===== config.mk =====
export PLATFORM = sky130hd
export DESIGN_NAME = counter_sweep_ctrl
export DESIGN_NICKNAME = d
export VERILOG_FILES = /design/src/rtl/counter_ctrl_pkg.sv /design/src/rtl/counter_sweep_chk.sv /design/src/rtl/counter_sweep_ctrl.sv
export SDC_FILE = /design/constraint.sdc
export NUM_CORES = 1
export LEC_CHECK = 0
export CAP_MARGIN = 10
export CORE_MARGIN = 4
export CORE_UTILIZATION = 45
export CTS_BUF_LIST = sky130_fd_sc_hd__clkbuf_8
export CTS_CLUSTER_DIAMETER = 50
export CTS_CLUSTER_SIZE = 28
export DETAILED_ROUTE_END_ITERATION = 8
export PLACE_DENSITY = 0.78
export SETUP_SLACK_MARGIN = 0.5
export SYNTH_ARGS = -nofsm -noshare
export SYNTH_HDL_FRONTEND = slang
export SYNTH_SLANG_ARGS = --single-unit

===== constraint.sdc =====
create_clock -name i_clk -period 3.59 [get_ports i_clk]
set_input_delay 1.077 -clock i_clk [delete_from_list [all_inputs] [get_ports i_clk]]
set_output_delay 1.077 -clock i_clk [all_outputs]
set_load 0.02 [all_outputs]

===== src/rtl/counter_ctrl_pkg.sv =====
// Shared types for the counter sweep sequencer and its optional checker.
package counter_ctrl_pkg;

   typedef enum logic [2:0] {
      IDLE,
      CLEAR,
      UP,
      DOWN,
      DONE
   } sweep_state_e;

   localparam logic DIR_UP   = 1'b1;
   localparam logic DIR_DOWN = 1'b0;

endpackage


===== src/rtl/counter_sweep_chk.sv =====
// Count predictor and sticky mismatch flag for the sweep sequencer.
// Built only when COUNTER_SWEEP_CHK_EN is defined.
module counter_sweep_chk
   import counter_ctrl_pkg::*;
#(
   parameter int COUNT_WD = 16
) (
   input  logic                i_clk,
   input  logic                i_rstb,
   input  logic                i_clear,
   input  logic                i_chk_en,
   input  logic                i_tm_reset,
   input  logic                i_tm_direction,
   input  logic [COUNT_WD-1:0] i_count,
   output logic                o_mismatch
);

   logic [COUNT_WD-1:0] pred;

   // Mirror the counter contract from the controls actually driven.
   always_ff @(posedge i_clk or negedge i_rstb) begin
      if (!i_rstb) begin
         pred <= '0;
      end else if (i_tm_reset) begin
         pred <= '0;
      end else if (i_tm_direction == DIR_UP) begin
         pred <= pred + COUNT_WD'(1);
      end else begin
         pred <= pred - COUNT_WD'(1);
      end
   end

   // Sticky flag: a new accepted start wins over a same-cycle mismatch.
   always_ff @(posedge i_clk or negedge i_rstb) begin
      if (!i_rstb) begin
         o_mismatch <= 1'b0;
      end else if (i_clear) begin
         o_mismatch <= 1'b0;
      end else if (i_chk_en && (i_count != pred)) begin
         o_mismatch <= 1'b1;
      end
   end

endmodule


===== src/rtl/counter_sweep_ctrl.sv =====
// Triangle-sweep sequencer for the test-mode counter: 0 -> limit -> 0,
// repeated a programmed number of times, with busy/done/progress status.
// Optional self-check port o_mismatch is built under COUNTER_SWEEP_CHK_EN.
module counter_sweep_ctrl
   import counter_ctrl_pkg::*;
#(
   parameter int COUNT_WD = 16,
   parameter int SWEEP_WD = 8
) (
   input  logic                i_clk,
   input  logic                i_rstb,
   input  logic                i_start,
   input  logic                i_abort,
   input  logic [COUNT_WD-1:0] i_limit,
   input  logic [SWEEP_WD-1:0] i_num_sweeps,
   input  logic [COUNT_WD-1:0] i_count,
   output logic                o_tm_reset,
   output logic                o_tm_direction,
   output logic                o_busy,
   output logic                o_done,
   output logic                o_start_err,
   output logic [SWEEP_WD-1:0] o_sweep_cnt
`ifdef COUNTER_SWEEP_CHK_EN
   ,
   output logic                o_mismatch
`endif
);

   sweep_state_e        state;
   logic [COUNT_WD-1:0] lim_q;
   logic [SWEEP_WD-1:0] nsw_q;
   logic [SWEEP_WD-1:0] sweep_inc;
   logic                start_req;
   logic                start_ok;
   logic                start_bad;

   function automatic logic [SWEEP_WD-1:0] sat_inc(input logic [SWEEP_WD-1:0] v);
      if (&v) begin
         return v;
      end
      return v + SWEEP_WD'(1);
   endfunction

   assign start_req = (state == IDLE) && i_start;
   assign start_ok  = start_req && (i_limit != '0) && (i_num_sweeps != '0);
   assign start_bad = start_req && !start_ok;
   assign sweep_inc = sat_inc(o_sweep_cnt);

   // Run parameters are data only; captured once per accepted start.
   always_ff @(posedge i_clk) begin
      if (start_ok) begin
         lim_q <= i_limit;
         nsw_q <= i_num_sweeps;
      end
   end

   // Sequencer: outputs are registered alongside the state they belong to.
   // UP exits one count early so the peak appears for exactly one sample.
   always_ff @(posedge i_clk or negedge i_rstb) begin
      if (!i_rstb) begin
         state          <= IDLE;
         o_tm_reset     <= 1'b1;
         o_tm_direction <= DIR_UP;
         o_busy         <= 1'b0;
         o_done         <= 1'b0;
         o_start_err    <= 1'b0;
         o_sweep_cnt    <= '0;
      end else begin
         o_done      <= 1'b0;
         o_start_err <= 1'b0;
         if ((state != IDLE) && i_abort) begin
            state          <= IDLE;
            o_tm_reset     <= 1'b1;
            o_tm_direction <= DIR_UP;
            o_busy         <= 1'b0;
         end else begin
            case (state)
               IDLE: begin
                  o_tm_reset     <= 1'b1;
                  o_tm_direction <= DIR_UP;
                  if (start_ok) begin
                     o_sweep_cnt <= '0;
                     o_busy      <= 1'b1;
                     state       <= CLEAR;
                  end else if (start_bad) begin
                     o_start_err <= 1'b1;
                  end
               end
               CLEAR: begin
                  o_tm_reset     <= 1'b0;
                  o_tm_direction <= DIR_UP;
                  state          <= UP;
               end
               UP: begin
                  if (i_count == (lim_q - COUNT_WD'(1))) begin
                     o_tm_direction <= DIR_DOWN;
                     state          <= DOWN;
                  end
               end
               DOWN: begin
                  if (i_count == COUNT_WD'(1)) begin
                     o_sweep_cnt <= sweep_inc;
                     if (sweep_inc == nsw_q) begin
                        o_tm_reset <= 1'b1;
                        o_done     <= 1'b1;
                        o_busy     <= 1'b0;
                        state      <= DONE;
                     end else begin
                        o_tm_direction <= DIR_UP;
                        state          <= UP;
                     end
                  end
               end
               DONE: begin
                  o_tm_reset     <= 1'b1;
                  o_tm_direction <= DIR_UP;
                  state          <= IDLE;
               end
               default: begin
                  o_tm_reset     <= 1'b1;
                  o_tm_direction <= DIR_UP;
                  o_busy         <= 1'b0;
                  state          <= IDLE;
               end
            endcase
         end
      end
   end

`ifdef COUNTER_SWEEP_CHK_EN
   logic chk_en;

   assign chk_en = (state == UP) || (state == DOWN) || (state == DONE);

   counter_sweep_chk #(
      .COUNT_WD(COUNT_WD)
   ) u_chk (
      .i_clk          (i_clk),
      .i_rstb         (i_rstb),
      .i_clear        (start_ok),
      .i_chk_en       (chk_en),
      .i_tm_reset     (o_tm_reset),
      .i_tm_direction (o_tm_direction),
      .i_count        (i_count),
      .o_mismatch     (o_mismatch)
   );
`endif

endmodule


; After elaboration in Yosys (flattened, before gate mapping)
; Index checks and enable logic that the tools add are counted.
[totals]
reg_bits = 40
in_bits = 44
word_cells = 80
[classes]
add_sub_neg = 2
eq_ne = 16
mux = 34
bitwise_logic = 1
n_reduce_logical = 18
[op_table]
columns = op, count
row1 = 2-to-1 mux 8 bit, 4
row2 = 2-to-1 mux 1 bit, 20
row3 = equality test 16 x 1 -> 1 bit (second input constant), 1
row4 = equality test 16 bit, 1
row5 = one-hot mux 8 bit (2 select lines), 1
row6 = nonzero test 16 bit, 1
row7 = subtractor 16 x 1 -> 16 bit (second input constant), 1
row8 = 2-to-1 mux 3 bit, 5
row9 = inequality test 3 bit (second input constant), 4
row10 = one-hot mux 3 bit (4 select lines), 1
row11 = AND reduction 3 bit, 3
row12 = adder 8 x 1 -> 8 bit (second input constant), 1
row13 = equality test 8 bit, 1
row14 = AND reduction 4 bit, 2
row15 = AND reduction 8 bit, 1
row16 = nonzero test 8 bit, 1
row17 = equality test 3 x 2 -> 1 bit (second input constant), 2
row18 = inequality test 2 bit (second input constant), 3
row19 = one-hot mux 1 bit (3 select lines), 2
row20 = logical AND 1 bit, 5
row21 = equality test 3 x 1 -> 1 bit (second input constant), 1
row22 = equality test 3 bit (second input constant), 1
row23 = zero test 3 bit, 1
row24 = inequality test 3 x 2 -> 1 bit (second input constant), 1
row25 = 7 further kinds, 7

; Depth between registers and ports, before layout
[depth]
depth_word = 10
depth_mapped = 12

; Worst setup path after synthesis
; OpenSTA, ideal clock, no wires.
[synth_path]
kind = input -> register
from = in i_start
to = reg o_sweep_cnt[3]
setup_ns = 0.096
t_arrival_ns = 3.183
path_slack_ns = 0.311
path_stages = 6
path_cell_list = nor4b_1 -> and3_1 -> clkbuf_1 -> o22ai_1 -> or3_1 -> o31ai_1
[synth_between]
elab_chain_len = 5
[synth_rtl]
columns = element, line
row1 = "start, declared", counter_sweep_ctrl.sv:12  ; input logic i_start,
row2 = logical AND 1 bit, counter_sweep_ctrl.sv:44  ; assign start_req = (state == IDLE) && i_start;
row3 = logical AND 1 bit (2 in series), counter_sweep_ctrl.sv:45  ; assign start_ok = start_req && (i_limit != '0) && (i_num_sweeps != '0);
row4 = net start_ok, counter_sweep_ctrl.sv:34  ; logic start_ok;
row5 = inequality test 2 bit (no source line), --
row6 = AND reduction 4 bit (no source line), --
row7 = "end signal, assigned", counter_sweep_ctrl.sv:102  ; o_sweep_cnt <= sweep_inc;
row8 = "end, declared", counter_sweep_ctrl.sv:22  ; output logic [SWEEP_WD-1:0] o_sweep_cnt
; The timed path passes the listed nets, and every way through them passes these cells.
; A chain may end at the register's enable or synchronous reset.

; Final worst setup path
[layout_path]
from = in i_count[2]
to = reg o_tm_direction
[layout_between]
elab_chain_len = 3
elab_cells_between_ends = 5
cone_classes = eq/ne: 4 / reduce/logical: 1
[layout_rtl]
columns = element, line
row1 = "start, declared", counter_sweep_ctrl.sv:16  ; input logic [COUNT_WD-1:0] i_count,
row2 = equality test 16 x 1 -> 1 bit / equality test 16 bit (equally long branches), "counter_sweep_ctrl.sv:101, counter_sweep_ctrl.sv:95"
row3 = inequality test 3 bit (no source line), --
row4 = AND reduction 3 bit (no source line) *, --
row5 = "end signal, assigned", counter_sweep_ctrl.sv:96  ; o_tm_direction <= DIR_DOWN;
row6 = "end signal, assigned", counter_sweep_ctrl.sv:109  ; o_tm_direction <= DIR_UP;
row7 = "end signal, assigned", counter_sweep_ctrl.sv:116  ; o_tm_direction <= DIR_UP;
row8 = "end, declared", counter_sweep_ctrl.sv:18  ; output logic o_tm_direction,
; Mark *: on every way between the ends. The rest lies on a longest branch, timed or not.

==> impl_metrics.csv <==
group,metric,value,unit
place,dp_hpwl,5088,um
worst_setup_path,cp_data_arrival_time,3240,ps
sta,timing.final.ws_setup,561.8,ps
route,via_count,2276,
synthesis,synth_seq_cells,40,
worst_setup_path,cpMaxStageDelayCell,"clkdlybuf4s50_1",
worst_setup_path,crit_fanout,4,
floorplan,die-height,84.01,um
final_layout,regArea,0.001124,sq mm
clocking,clock_path_buffers,2,
clocking,clkTransAtPathRegs,80,ps
grt,grt_remaining_overflow,0,
final_layout,final_cell_mix,"clkdlybuf4s50_1, nor2_1, edfxtp_1",
synthesis,yosysWarnings,0,
grt,grt_use_total,18.07,%
worst_setup_path,max_stage_delay,520,ps
floorplan,die_x,84.01,um
worst_setup_path,reg2reg_depth,10,
pwr,ir_drop,363.0,uV
flow_run,maxCapViolations,0,
route,avgRoutedWirePerCell,16.32,um
floorplan,start_util,46.93,%
final_layout,fillers,491,
floorplan,ios,57,
route,drt_pass1_iterations,4,
final_layout,fin_nets,367,
final_layout,final_util,60.73,%
route,drt-initial-drc-count,163,
synthesis,syn_area,0.002600,sq mm
final_layout,diodes,0,
synthesis,synth-main-ff-cell,"edfxtp_1",
route,ant_nets,0,
place,routabilityCongestion,0.8716,
synthesis,synth-edff-count,24,
route,drt-total-wl,6432,um
route,via_per_inst,5.777,
worst_setup_path,critPathKind,"in2reg",
sta,skew,3.928,ps
synthesis,synth_cell_types,53,
sta,setup_viol,0,
pwr,p_per_area,451.1,mW/mm^2
hold_path,hold_depth,2,
final_layout,syn_to_final_growth,29.40,%
grt,grt_pass1_wl,10360,um
worst_setup_path,endpoint_kind,"flop",
grt,grt_max_degree,28,
clocking,cts.sinks,40,
worst_setup_path,crit_start,"i_count[2]",
sta,post-route-period-util,84.35,%
synthesis,syn_nets,314,
sta,period_needed,3028,ps
worst_setup_path,setup.worst_path.start_class,"input pin",
sta,hold_slack,507.9,ps
clocking,hold_buffers,0,
sta,max_freq,330.2,MHz
grt,grt_pass1_vias,2175,
sta,slew_violations,0,
clocking,cts_tree,"yes",
synthesis,ys_async_sr_fraction,40.00,%
sta,finalHoldViolations,0,
clocking,h-tree-depth,2,
sta,rsz0062_at_grt,"true",
sta,finalSetupTns,0,ps
sta,maxSlewHeadroom,50.27,%
final_layout,multiInputGateArea,0.001428,sq mm
place,dp.cells,385,
worst_setup_path,r2r_start,"lim_q[0]",
worst_setup_path,cp_cell_sequence,"clkdlybuf4s50_1 > nor3b_2 > mux2i_1 > o22ai_1 > nand4_1 > or4_4 > nor4_4 > o21ai_1 > a22oi_1",
floorplan,dieArea,0.007058,sq mm
final_layout,layout_commonest_cell,"clkdlybuf4s50_1",
synthesis,ys_seq_area_share,43.21,%
clocking,clock_latency,290,ps
worst_setup_path,required,3800,ps
final_layout,final_cells,394,
clocking,numCtsBuffers,5,
grt,antenna_found_initial,0,
hold_path,holdCritPathClass,"reg2reg",
synthesis,synth_cells,268,
place,place_ws,123.9,ps
hold_path,holdCritStartpoint,"o_tm_direction",
floorplan,rows,27,
floorplan,coreArea,0.005540,sq mm
synthesis,avgSynthCellArea,9.701,sq um
route,drc,0,
clocking,clockRootBuffer,"clkbuf_8",
place,io_buffers,56,
final_layout,drive_above_1_share,9.627,%
status,outcome,"completed",
sta,tightest_slew,740.2,ps
pwr,p_leak,1.232,nW
==> layout make-up <==
type | instances | area share, %
repair buffers | 60 | 17.40
well taps | 72 | 2.678
clock buffers | 5 | 2.045
multi-input cells | 208 | 42.43
inverters | 6 | 0.6694
clock inverters | 3 | 1.376
flip-flops and latches | 40 | 33.40
==> critical path, delay by kind of cell <==
| kind | cells | cell delay [ps] |
|---|---|---|
| AO/OA/AOI/OAI | 3 | 470 |
| multiplexers | 1 | 90 |
| buffers and inverters | 1 | 520 |
| AND/OR/NAND/NOR | 4 | 1070 |
==> cells by family (layout without fill, tap and decap cells) <==
group / after synthesis / count (layout) / share of synthesized area [%]
and+or+nand+nor: 119 / 119 / 26.95
muxes: 4 / 4 / 1.588
AOI/OAI and AO/OA: 58 / 58 / 15.06
xor gates and xnor gates: 25 / 25 / 8.422
DFF: 40 / 40 / 43.21
adders and majority gates: 2 / 2 / 0.9623
buffers and inverters: 20 / 74 / 3.802
==> registers in the layout, indices dropped and copies added (netlist names), 3 cells and up <==
register     count
lim_q           16
state            3
nsw_q            8
o_sweep_cnt      8
==> metal layers <==
metal | vias to the layer above | part of all wire (%) | global-route usage [%]
li1 | 1120 | - | -
met1 | 1086 | 43 | 23.43
met2 | 62 | 49 | 29.93
met3 | 8 | 6.4 | 3.949
met4 | 0 | 1.5 | 5.848
met5 | - | 0 | 0
==> cells in the mapped netlist, types with 3 or more instances <==
cell type	n	share of area, %
dfrtp_1	14	13
xnor2_1	13	4.4
nor3_1	7	1.3
nand4_1	5	1.2
a21oi_1	11	2.1
nand2b_1	5	1.2
clkbuf_1	5	0.72
o22a_1	3	1.0
nor3b_1	5	1.4
inv_1	6	0.87
xor2_1	12	4.0
buf_2	7	1.3
and3_1	7	1.7
nand3b_1	4	1.2
nand3_1	9	1.7
a31oi_1	6	1.4
nor2_1	26	3.8
nand2_1	12	1.7
edfxtp_1	24	28
o2111ai_1	3	1.0
nor4_1	10	2.4
nor2b_1	10	2.4
o21bai_1	3	0.87
o21ai_0	11	2.1
or3_1	3	0.72
o211ai_1	4	1.2
a22oi_1	3	0.87
mux2i_1	3	1.2
==> through the flow <==
step           cell area [sq um]  total power, mW
2_1_floorplan               2601           0.9594
3_3_place_gp                3197            1.125
3_5_place_dp                3197            1.140
4_1_cts                     3356            1.520
5_1_grt                     3364            1.604
6_report                    3364            1.518
==> report_power, final <==
part	switching [mW]	internal [mW]	leakage, nW	total (mW)
logic	0.245	0.220	0.741	0.465
clock network	0.166	0.209	0.0548	0.375
registers	0.0895	0.588	0.436	0.677
total	0.501	1.02	1.23	1.52
==> path summary, 6_finish.rpt <==
check	endpoint	slack (ps)
min	o_tm_direction	510
max reg2reg	o_tm_direction	610
min reg2reg	o_tm_direction	510
max	o_tm_direction	560
min in group asynchronous	o_sweep_cnt[6]	1200
max in group asynchronous	state[2]	1940
==> timing repair <==
action | CTS | global route
resized for setup | 14 | 2
buffers inserted | 1 | 0
setup endpoints to repair | 3 | 7
pin swaps | 10 | 4
(Power assumes the default switching activity.)
